===== config.mk =====
export PLATFORM = sky130hd
export DESIGN_NAME = noc_merge_arbiter
export DESIGN_NICKNAME = d
export VERILOG_FILES = /design/src/rtl/noc_merge_arbiter.sv
export SDC_FILE = /design/constraint.sdc
export NUM_CORES = 1
export LEC_CHECK = 0
export CORE_MARGIN = 5
export CORE_UTILIZATION = 43
export DETAILED_ROUTE_END_ITERATION = 16
export GPL_ROUTABILITY_DRIVEN = 0
export PLACE_DENSITY = 0.77
export SYNTH_ARGS = -nofsm -noshare
export SYNTH_HDL_FRONTEND = slang
export SYNTH_SLANG_ARGS = --single-unit

===== constraint.sdc =====
create_clock -name CLK -period 1.2 [get_ports CLK]
set_input_delay 0.36 -clock CLK [delete_from_list [all_inputs] [get_ports CLK]]
set_output_delay 0.36 -clock CLK [all_outputs]
set_load 0.01 [all_outputs]

===== src/rtl/noc_merge_arbiter.sv =====
// noc_merge_arbiter: clocked 2:1 round-robin merge of two 9-bit NoC packet
// streams onto one registered output link, with a source tag per packet.
// Each input owns a one-entry holding register; the grant is taken only from
// registered state and out_ready, so the input valids never reach the grant.
// Optional per-input saturating grant counters are built when the macro
// NOC_MERGE_ARBITER_STATS_EN is defined.

module noc_merge_arbiter #(
    parameter int WIDTH = 9,
    parameter int CNT_W = 16
) (
    input  logic             CLK,
    input  logic             RESET,
    input  logic [WIDTH-1:0] in0_data,
    input  logic             in0_valid,
    output logic             in0_ready,
    input  logic [WIDTH-1:0] in1_data,
    input  logic             in1_valid,
    output logic             in1_ready,
    output logic [WIDTH-1:0] out_data,
    output logic             out_src,
    output logic             out_valid,
    input  logic             out_ready
`ifdef NOC_MERGE_ARBITER_STATS_EN
    ,
    input  logic             stats_clr,
    output logic [CNT_W-1:0] grant0_cnt,
    output logic [CNT_W-1:0] grant1_cnt
`endif
);

    logic [1:0]       hold_full_r;
    logic [WIDTH-1:0] hold_data0_r;
    logic [WIDTH-1:0] hold_data1_r;
    logic             out_valid_r;
    logic             out_src_r;
    logic [WIDTH-1:0] out_data_r;
    logic             rr_last_r;

    logic             slot_free_s;
    logic             grant_valid_s;
    logic             grant_sel_s;
    logic [WIDTH-1:0] grant_data_s;
    logic             cap0_s;
    logic             cap1_s;

    // Pick the next holding register to forward; the tie goes to the input not granted last.
    always_comb begin
        slot_free_s   = !out_valid_r || out_ready;
        grant_valid_s = 1'b0;
        grant_sel_s   = 1'b0;
        if (slot_free_s) begin
            case (hold_full_r)
                2'b01: begin
                    grant_valid_s = 1'b1;
                    grant_sel_s   = 1'b0;
                end
                2'b10: begin
                    grant_valid_s = 1'b1;
                    grant_sel_s   = 1'b1;
                end
                2'b11: begin
                    grant_valid_s = 1'b1;
                    grant_sel_s   = !rr_last_r;
                end
                default: begin
                    grant_valid_s = 1'b0;
                    grant_sel_s   = 1'b0;
                end
            endcase
        end else begin
            grant_valid_s = 1'b0;
            grant_sel_s   = 1'b0;
        end
        if (grant_sel_s) begin
            grant_data_s = hold_data1_r;
        end else begin
            grant_data_s = hold_data0_r;
        end
    end

    // Accept a new packet when the slot is empty or is being drained this same edge.
    always_comb begin
        in0_ready = !RESET && (!hold_full_r[0] || (grant_valid_s && !grant_sel_s));
        in1_ready = !RESET && (!hold_full_r[1] || (grant_valid_s &&  grant_sel_s));
        cap0_s    = in0_valid && in0_ready;
        cap1_s    = in1_valid && in1_ready;
    end

    // Holding registers: a capture wins over a drain so a streaming input stays full.
    always_ff @(posedge CLK) begin
        if (RESET) begin
            hold_full_r  <= 2'b00;
            hold_data0_r <= {WIDTH{1'b0}};
            hold_data1_r <= {WIDTH{1'b0}};
        end else begin
            if (cap0_s) begin
                hold_data0_r   <= in0_data;
                hold_full_r[0] <= 1'b1;
            end else if (grant_valid_s && !grant_sel_s) begin
                hold_full_r[0] <= 1'b0;
            end
            if (cap1_s) begin
                hold_data1_r   <= in1_data;
                hold_full_r[1] <= 1'b1;
            end else if (grant_valid_s && grant_sel_s) begin
                hold_full_r[1] <= 1'b0;
            end
        end
    end

    // Output register and round-robin pointer; rr_last starts at 1 so input 0 wins the first tie.
    always_ff @(posedge CLK) begin
        if (RESET) begin
            out_valid_r <= 1'b0;
            out_data_r  <= {WIDTH{1'b0}};
            out_src_r   <= 1'b0;
            rr_last_r   <= 1'b1;
        end else if (grant_valid_s) begin
            out_valid_r <= 1'b1;
            out_data_r  <= grant_data_s;
            out_src_r   <= grant_sel_s;
            rr_last_r   <= grant_sel_s;
        end else if (slot_free_s) begin
            out_valid_r <= 1'b0;
        end
    end

    assign out_valid = out_valid_r;
    assign out_data  = out_data_r;
    assign out_src   = out_src_r;

`ifdef NOC_MERGE_ARBITER_STATS_EN
    logic [CNT_W-1:0] grant0_cnt_r;
    logic [CNT_W-1:0] grant1_cnt_r;

    function automatic logic [CNT_W-1:0] sat_inc(input logic [CNT_W-1:0] value);
        if (&value) begin
            return value;
        end else begin
            return value + CNT_W'(1);
        end
    endfunction

    // Saturating grant counters; a clear beats an increment on the same edge.
    always_ff @(posedge CLK) begin
        if (RESET || stats_clr) begin
            grant0_cnt_r <= {CNT_W{1'b0}};
            grant1_cnt_r <= {CNT_W{1'b0}};
        end else begin
            if (grant_valid_s && !grant_sel_s) begin
                grant0_cnt_r <= sat_inc(grant0_cnt_r);
            end
            if (grant_valid_s && grant_sel_s) begin
                grant1_cnt_r <= sat_inc(grant1_cnt_r);
            end
        end
    end

    assign grant0_cnt = grant0_cnt_r;
    assign grant1_cnt = grant1_cnt_r;
`else
    // CNT_W only sizes the grant counters, which are not built here.
    if (CNT_W < 1) begin : g_cnt_w_unused
    end
`endif

endmodule


== Word-level counts from Yosys, hierarchy flattened ==
Cells that the tools add are included.
Cells by class
  mux-type cells: 11
  equality and inequality tests: 3
  reduce and logical (&&, ||, !) cells: 19
Operators by type and width (count)
  two-way mux 1 bit: 9
  two-way mux 9 bit: 1
  logical AND 1 bit: 6
  zero test 1 bit: 6
  nonzero test 2 bit: 3
  equality test 2 bit (second input constant): 2
  logical OR 1 bit: 3
  OR reduction 3 bit: 1
  equality test 2 x 1 -> 1 bit (second input constant): 1
  one-hot mux 1 bit (2 select lines): 1
Word-level totals
  register bits: 32
  logic and storage cells: 41
  bits of input ports: 23
  output and inout port bits: 13

== Longest topological paths before layout ==
Gate-level depths: netlist of run 1.
  depth after elaboration: 9
  gate-level depth with buffers: 5
  gate-level depth less buffers: 4

== Least setup slack after synthesis of run 1 ==
Ideal clock, no wire load.
  kind: in2out
  start: input RESET
  end: output in0_ready
  data arrival time: 886 ps
  slack: -46 ps
  required time: 840 ps
  stages: 3
  cell sequence: buf_2 > clkbuf_1 > nor2_1
Between the ends
  cells in the longest elaborated chain, start to end: 2
Ends and longest elaborated chain
  start, declared: line 13  | input logic RESET,
  zero test 1 bit: line 84  | in0_ready = !RESET && (!hold_full_r[0] || (grant_valid_s && !grant_sel_s));
  logical AND 1 bit: line 84
  end, declared: line 16  | output logic in0_ready,
Every way passes these cells.

== Worst setup path in the final report of run 1 ==
  start: register rr_last_r
  end: output in0_ready
Between the ends
  cells in the longest elaborated chain, start to end: 7
Ends and longest elaborated chain
  start, declared: line 38  | logic rr_last_r;
  start signal, assigned: line 123  | rr_last_r <= grant_sel_s;
  zero test 1 bit: line 64  | grant_sel_s = !rr_last_r;
  one-hot mux 1 bit (2 select lines): line 53  | case (hold_full_r)
  two-way mux 1 bit: line 52  | if (slot_free_s) begin
  zero test 1 bit: line 84
  logical AND 1 bit: line 84
  logical OR 1 bit: line 84
  logical AND 1 bit: line 84
Every way passes these cells.

==> results of run 1 <==
==> worst max-delay path by stage <==
stage	from	endpoint	slack, ns
3_3_place_gp	out_ready	in0_ready	-0.82
3_5_place_dp	out_ready	in0_ready	-0.85
4_1_cts	rr_last_r$_SDFFE_PP1N_	in0_ready	-0.31
5_1_grt	rr_last_r$_SDFFE_PP1N_	in0_ready	-0.37
2_1_floorplan	RESET	in0_ready	-0.01
6_report	rr_last_r$_SDFFE_PP1N_	in0_ready	-0.29
==> worst max-delay path: cells and delay by family, from the launching register on <==
family          cells  cell delay (ns)
flops               1             0.34
compound gates      1             0.14
buf+inv             1             0.14
simple gates        2             0.19
==> layout by cell type (no fill, tap or decap), types with 2 or more instances in the layout <==
cell,synthesis,layout
clkbuf_4,0,5
nor2_1,9,7
dfxtp_2,0,12
clkdlybuf4s50_1,0,21
dfxtp_4,0,2
nand2b_1,37,36
o221ai_2,0,8
nand2_1,2,2
inv_1,9,9
dfxtp_1,32,18
mux2i_1,18,16
buf_4,0,13
nor2b_4,1,3
buf_2,1,12
nand2b_4,1,2
o21ai_1,2,9
mux2i_2,0,2
buf_6,3,12
a21boi_2,2,2
==> logic make-up (layout without fill, tap and decap cells) <==
group / count (synthesis) / after routing
and+or+nand+nor: 54 / 54
DFF: 32 / 32
muxes: 18 / 18
buffers and inverters: 17 / 75
AOI/OAI and AO/OA: 25 / 25
==> registers in the layout, indices dropped and copies added (netlist names) <==
| signal | cells |
|---|---|
| hold_data0_r | 9 |
| hold_data1_r | 9 |
| out_data | 9 |
| hold_full_r | 2 |
| out_src | 1 |
| out_valid | 1 |
| rr_last_r | 1 |
==> cell type report <==
class / instances / area, sq um
tap: 46 / 57.56
multi-input combinational: 97 / 815.8
clock buffer: 6 / 41.29
inverter: 9 / 33.78
clock inverter: 1 / 5.005
sequential: 32 / 663.1
timing repair buffer: 59 / 511.7
fill: 278 / 1156
==> report_power, final <==
group / internal (mW) / switching [mW] / leakage [nW]
Sequential: 1.14 / 0.0489 / 0.269
Clock: 0.215 / 0.346 / 0.0281
Combinational: 0.282 / 0.210 / 0.575
==> repair_timing <==
action | in CTS | in global routing
resized for setup | 99 | 13
buffers inserted | 4 | 2
endpoints found under the setup margin | 42 | 32
gates cloned | 2 | 0
pin swaps | 4 | 3
==> per-layer routing <==
metal	routed length, um	up-vias	track usage
met5	0	-	0
met4	46	0	0.05955
met3	179	5	0.05747
met2	1699	27	0.2828
met1	1421	553	0.1878
li1	-	610	-
==> per-stage QoR <==
step	instance area, sq um	instances	total power, mW	utilization
after global routing	2128	250	2.349	0.6480
after CTS	2086	249	2.241	0.6350
after floorplan	1445	146	1.417	-
after detailed placement	1926	236	1.634	0.5863
after global placement	1926	236	1.618	0.5863
final	2128	250	2.242	0.6480
==> results.md, run 1 <==
- Core Rows: 21
- Synth area leaders: dfxtp_1 (44%), nand2b_1 (16%), mux2i_1 (12%)
- RSZ-0062 raised after global routing: true
- Final Max Slew Viols: 0
- Cells after synthesis: approximately 150
- Pin count of the biggest net entering global routing: 32
- Detailed Place HPWL: between 2000 and 2500 um
- Hold Path End: out_data[0]$_SDFFE_PP0N_
- Final hold viol count: 0
- IO Pins: 36
- GRT Total Usage: 0.1648
- Main synth FF type: dfxtp_1
- Routed len/inst: between 10 and 15 um
- Setup Skew: ~0.0022 ns
- Period utilization: 1.244
- Synth Net Count: ~170
- Num CTS Buffers: 5
- Initial antenna violation count: 0
- Post-synthesis simple-gate area fraction: 0.2418
- Port buffer count: 35
- Final wirelength: 3347 um
- Number of diodes: 0
- Post-synthesis register bit count: 32
- Syn Area/Cell: around 9.9 sq um
- Hold Slack: ~0.45 ns
- Adder-Cell Fraction of Synth Area: 0
- Initial Util: 0.4396
- Number of global-route vias before repair: 1249
- Synth cell types: 22
- First-pass GRT wire length: 5575 um
- Via-to-Cell Ratio: 4.780
- Hold Crit Start: out_data[0]$_SDFFE_PP0N_
- Sequential fraction of the synthesis area: 0.4437
- Syn Std Cell Area: between 1000 and 1500 sq um
- Core Area: ~3300 sq um
- Failing checks: negative setup slack
- H-tree depth: 2
- Synthesis-to-layout area growth: 47.40%
- Total gr overflow: 0
- CP cell instances: nand2b_4, a21boi_2, nor2_1, buf_2
- Most frequent cell after synthesis: nand2b_1
- CTS tree: yes
- Hold buffers post-CTS: 0
- Max frequency: roughly 670 MHz
- CP Data Required Time: ~0.84 ns
- Ys Warns: 0
- R2R Path End: out_data[7]$_SDFFE_PP0N_
- Critical-path top delay cell: dfxtp_2
- Detail Route Antenna Nets: 0
- Setup TNS: -1.333 ns
- Hold path cells: 2
- Compound-Gate Fraction of Synth Area: 0.1291
- EDFF count, synth: 0
- Worst setup EP type: primary output
- Die Wd: 67.95 um
- Maximum VDD drop: 0.0006382 V
- Clock Latency Late Sink: between 0.3 and 0.4 ns
- WP data arrival: about 1.1 ns
- Synth async-reset ratio: 0
- Share of the synthesized area in the top cell type: 0.4437
- CP startpoint kind: register
- Worst Path Max Fanout: 3
- CTS max path bufs: 2
- DRC viols: 0
- Die ar.: between 4000 and 5000 sq um
- CP peak stage delay: about 0.34 ns
- Pleak: 0.8716 nW
- Worst hold path class: reg2reg
- Worst setup margin: -0.2923 ns
- Reg2reg start: out_valid$_SDFFE_PP0P_
- Final setup fails: 20
- Clock Tree Root: clkbuf_4
- Number of max-cap violations: 0
- Reg2reg path depth: 6
- Pre-CTS setup slack: -0.8476 ns
- Outcome: complete, but fails checks
- Yosys top cell by area: dfxtp_1
- Die H: about 68 um
- FF-to-FF setup slack: -0.08 ns
- Max_slew headroom: 0.8160
- Vias post-DR: 1195
- Mux contribution to synthesized area: 0.1248
- Largest family of logic cells by synthesized area: simple AND/OR/NAND/NOR gates
- Min Clock Period, post-route: 1.492 ns
- Clock-pin slew on the worst setup and hold paths: around 0.09 ns
- DR pass1 iterations: 4
- Worst-Margin Slew: around 0.28 ns
- Synth top cells by count: nand2b_1 (37), dfxtp_1 (32), mux2i_1 (18)
- Setup Crit Path Kind: reg2out
- NumNets Final: approximately 230
- Clk sink count: 32
- Drt initial violations: 33
- Layout cells sized above 1: 0.3971
- Pwr dens: 1053 nW/um^2
- Post-synthesis xor/xnor area fraction: 0
(Power assumes the default switching activity.)
==> run 2: changes to the inputs <==
--- a/config.mk
+++ b/config.mk
@@ -8,8 +8,8 @@
 export CORE_MARGIN = 5
 export CORE_UTILIZATION = 43
 export DETAILED_ROUTE_END_ITERATION = 16
-export GPL_ROUTABILITY_DRIVEN = 0
 export PLACE_DENSITY = 0.77
+export SETUP_SLACK_MARGIN = 0.2
 export SYNTH_ARGS = -nofsm -noshare
 export SYNTH_HDL_FRONTEND = slang
 export SYNTH_SLANG_ARGS = --single-unit
==> run 2 against run 1 <==
Against the previous run:
- the run still ends with negative setup slack left
- cell count rose by 1.6%
- utilization rose by 4.6 points
- wire length rose by 15%
==> results.md, run 2 (same netlist as run 1, synthesis figures left out) <==
- Outcome: complete, but fails checks
- Failing checks: negative setup slack
- Hold Slack: about 0.47 ns
- Worst-Margin Slew: 0.3295 ns
- Grt met1 use: 0.1970
- Worst setup EP type: primary output
- Reg2reg path depth: 8
- Detailed Place HPWL: roughly 2400 um
- DR pass1 iterations: 4
- H-tree depth: 2
- End-of-flow core utilization: 0.6945
- Non-Filler Instances: 254
- Drt initial violations: between 90 and 100
- Max_slew headroom: 0.7803
- Reg2reg start: out_valid$_SDFFE_PP0P_
- IO Pins: 36
- Maximum VDD drop: ~0.00071 V
- Detail Route Antenna Nets: 0
- Setup TNS: -4.840 ns
- Die ar.: roughly 4600 sq um
- Total gr overflow: 0
- Final Max Slew Viols: 0
- Pwr dens: 1123 nW/um^2
- Vias post-DR: between 1000 and 1500
- First-pass GRT wire length: about 5800 um
- Area after DPL: around 1900 sq um
- Placed cell count: roughly 230
- Min Clock Period, post-route: 1.524 ns
- FF-to-FF setup slack: -0.29 ns
- Worst Path Max Fanout: 4
- Number of diodes: 0
- Synthesis-to-layout area growth: 57.97%
- Initial antenna violation count: 0
- Clock-pin slew on the worst setup and hold paths: around 0.11 ns
- Layout cells sized above 1: 0.3990
- Worst setup margin: -0.3243 ns
- Num CTS Buffers: 5
- Critical Path Sink: in0_ready
- Seq. cell area: ~660 sq um
- DRC viols: 0
- Core Area: about 3300 sq um
- Routed len/inst: 15.22 um
- Die Wd: 67.95 um
- Initial Util: 0.4396
- Pre-CTS setup slack: -0.8995 ns
- Number of max-cap violations: 0
- Worst hold path class: reg2reg
- Max frequency: 656.0 MHz
- Clock Latency Late Sink: ~0.34 ns
- Setup Skew: between 0.015 and 0.02 ns
- GRT Total Usage: 0.1682
- Port buffer count: 35
- CP Launch Point: out_valid$_SDFFE_PP0P_
- Most frequent cells in the layout: nand2b_1 (36), buf_6 (23), clkdlybuf4s50_1 (20), mux2i_1 (18), dfxtp_1 (18)
- Final Wtd Congestion: 0.8022
- Final setup fails: 32
- Leading cell type in the layout, fill and taps excluded: nand2b_1
- CTS tree: yes
- NumNets Final: 230
- CTS max path bufs: 2
- Pin count of the biggest net entering global routing: 31
- R2R Path End: out_data[0]$_SDFFE_PP0N_
- Setup Crit Path Kind: reg2out
- Global-route met2 utilization: 0.2948
- Fin area: about 2300 sq um
- Final hold viol count: 0
- CP startpoint kind: register
- Clock Tree Root: clkbuf_4
- Final wirelength: roughly 3900 um
- Core Rows: 21
- Clk sink count: 32
- Number of global-route vias before repair: roughly 1300
- RSZ-0062 raised after global routing: true
- Period utilization: 1.270
- Fillers: around 240
- CP Data Required Time: approximately 0.84 ns
- Die H: 67.95 um
- Most used routing layer: met2
- WP data arrival: between 1 and 1.5 ns
- Met3 usage: 0.02791
- Multi-input logic area: approximately 840 sq um
- Via-to-Cell Ratio: approximately 4.9
- Total Power: roughly 2.6 mW
- Pleak: slightly above 0.9 nW
[run 2: power breakdown]
part / leakage [nW] / internal, mW / switching, mW / total [mW]
clock: 0.0422 / 0.437 / 0.372 / 0.809
sequential: 0.269 / 1.14 / 0.0583 / 1.20
combinational: 0.617 / 0.323 / 0.231 / 0.553
[run 2: layer usage]
| metal | share of wire | vias up |
|---|---|---|
| li1 | - | 617 |
| met1 | 0.43 | 600 |
| met2 | 0.52 | 29 |
| met3 | 0.031 | 9 |
| met4 | 0.023 | 0 |
| met5 | 0 | - |
[run 2: layout make-up]
| cell class | count | area share |
|---|---|---|
| inverter | 9 | 0.01481 |
| clock buffer | 6 | 0.01810 |
| sequential | 32 | 0.2896 |
| timing repair buffer | 62 | 0.2704 |
| tap | 46 | 0.02523 |
| multi-input combinational | 97 | 0.3664 |
| clock inverter | 2 | 0.01536 |
[run 2: timing repair]
item	CTS	global route
gates resized for setup	100	12
endpoints found under the setup margin	45	44
pin swaps	7	4
hold buffers	0	0
buffers inserted	7	5
cloned	1	0
hold endpoints to repair	0	0
[run 2: worst max-delay path: stages, from the launching register on]
cell      delay, ns
dfxtp_4        0.38
nand2b_4       0.09
a21boi_4       0.19
nor2_4         0.04
buf_6          0.12
[run 2: worst min-delay path by stage]
| stage | startpoint | to | slack (ns) | depth (start not counted) |
|---|---|---|---|---|
| after floorplan | hold_data0_r[3]$_SDFFE_PP0P_ | hold_data0_r[3]$_SDFFE_PP0P_ | 0.45 | 2 |
| after global placement | out_data[0]$_SDFFE_PP0N_ | out_data[0]$_SDFFE_PP0N_ | 0.45 | 2 |
| after detailed placement | out_data[1]$_SDFFE_PP0N_ | out_data[1]$_SDFFE_PP0N_ | 0.46 | 2 |
| after CTS | out_data[1]$_SDFFE_PP0N_ | out_data[1]$_SDFFE_PP0N_ | 0.48 | 2 |
| after global routing | out_data[1]$_SDFFE_PP0N_ | out_data[1]$_SDFFE_PP0N_ | 0.51 | 2 |
| final | out_data[8]$_SDFFE_PP0N_ | out_data[8]$_SDFFE_PP0N_ | 0.47 | 2 |
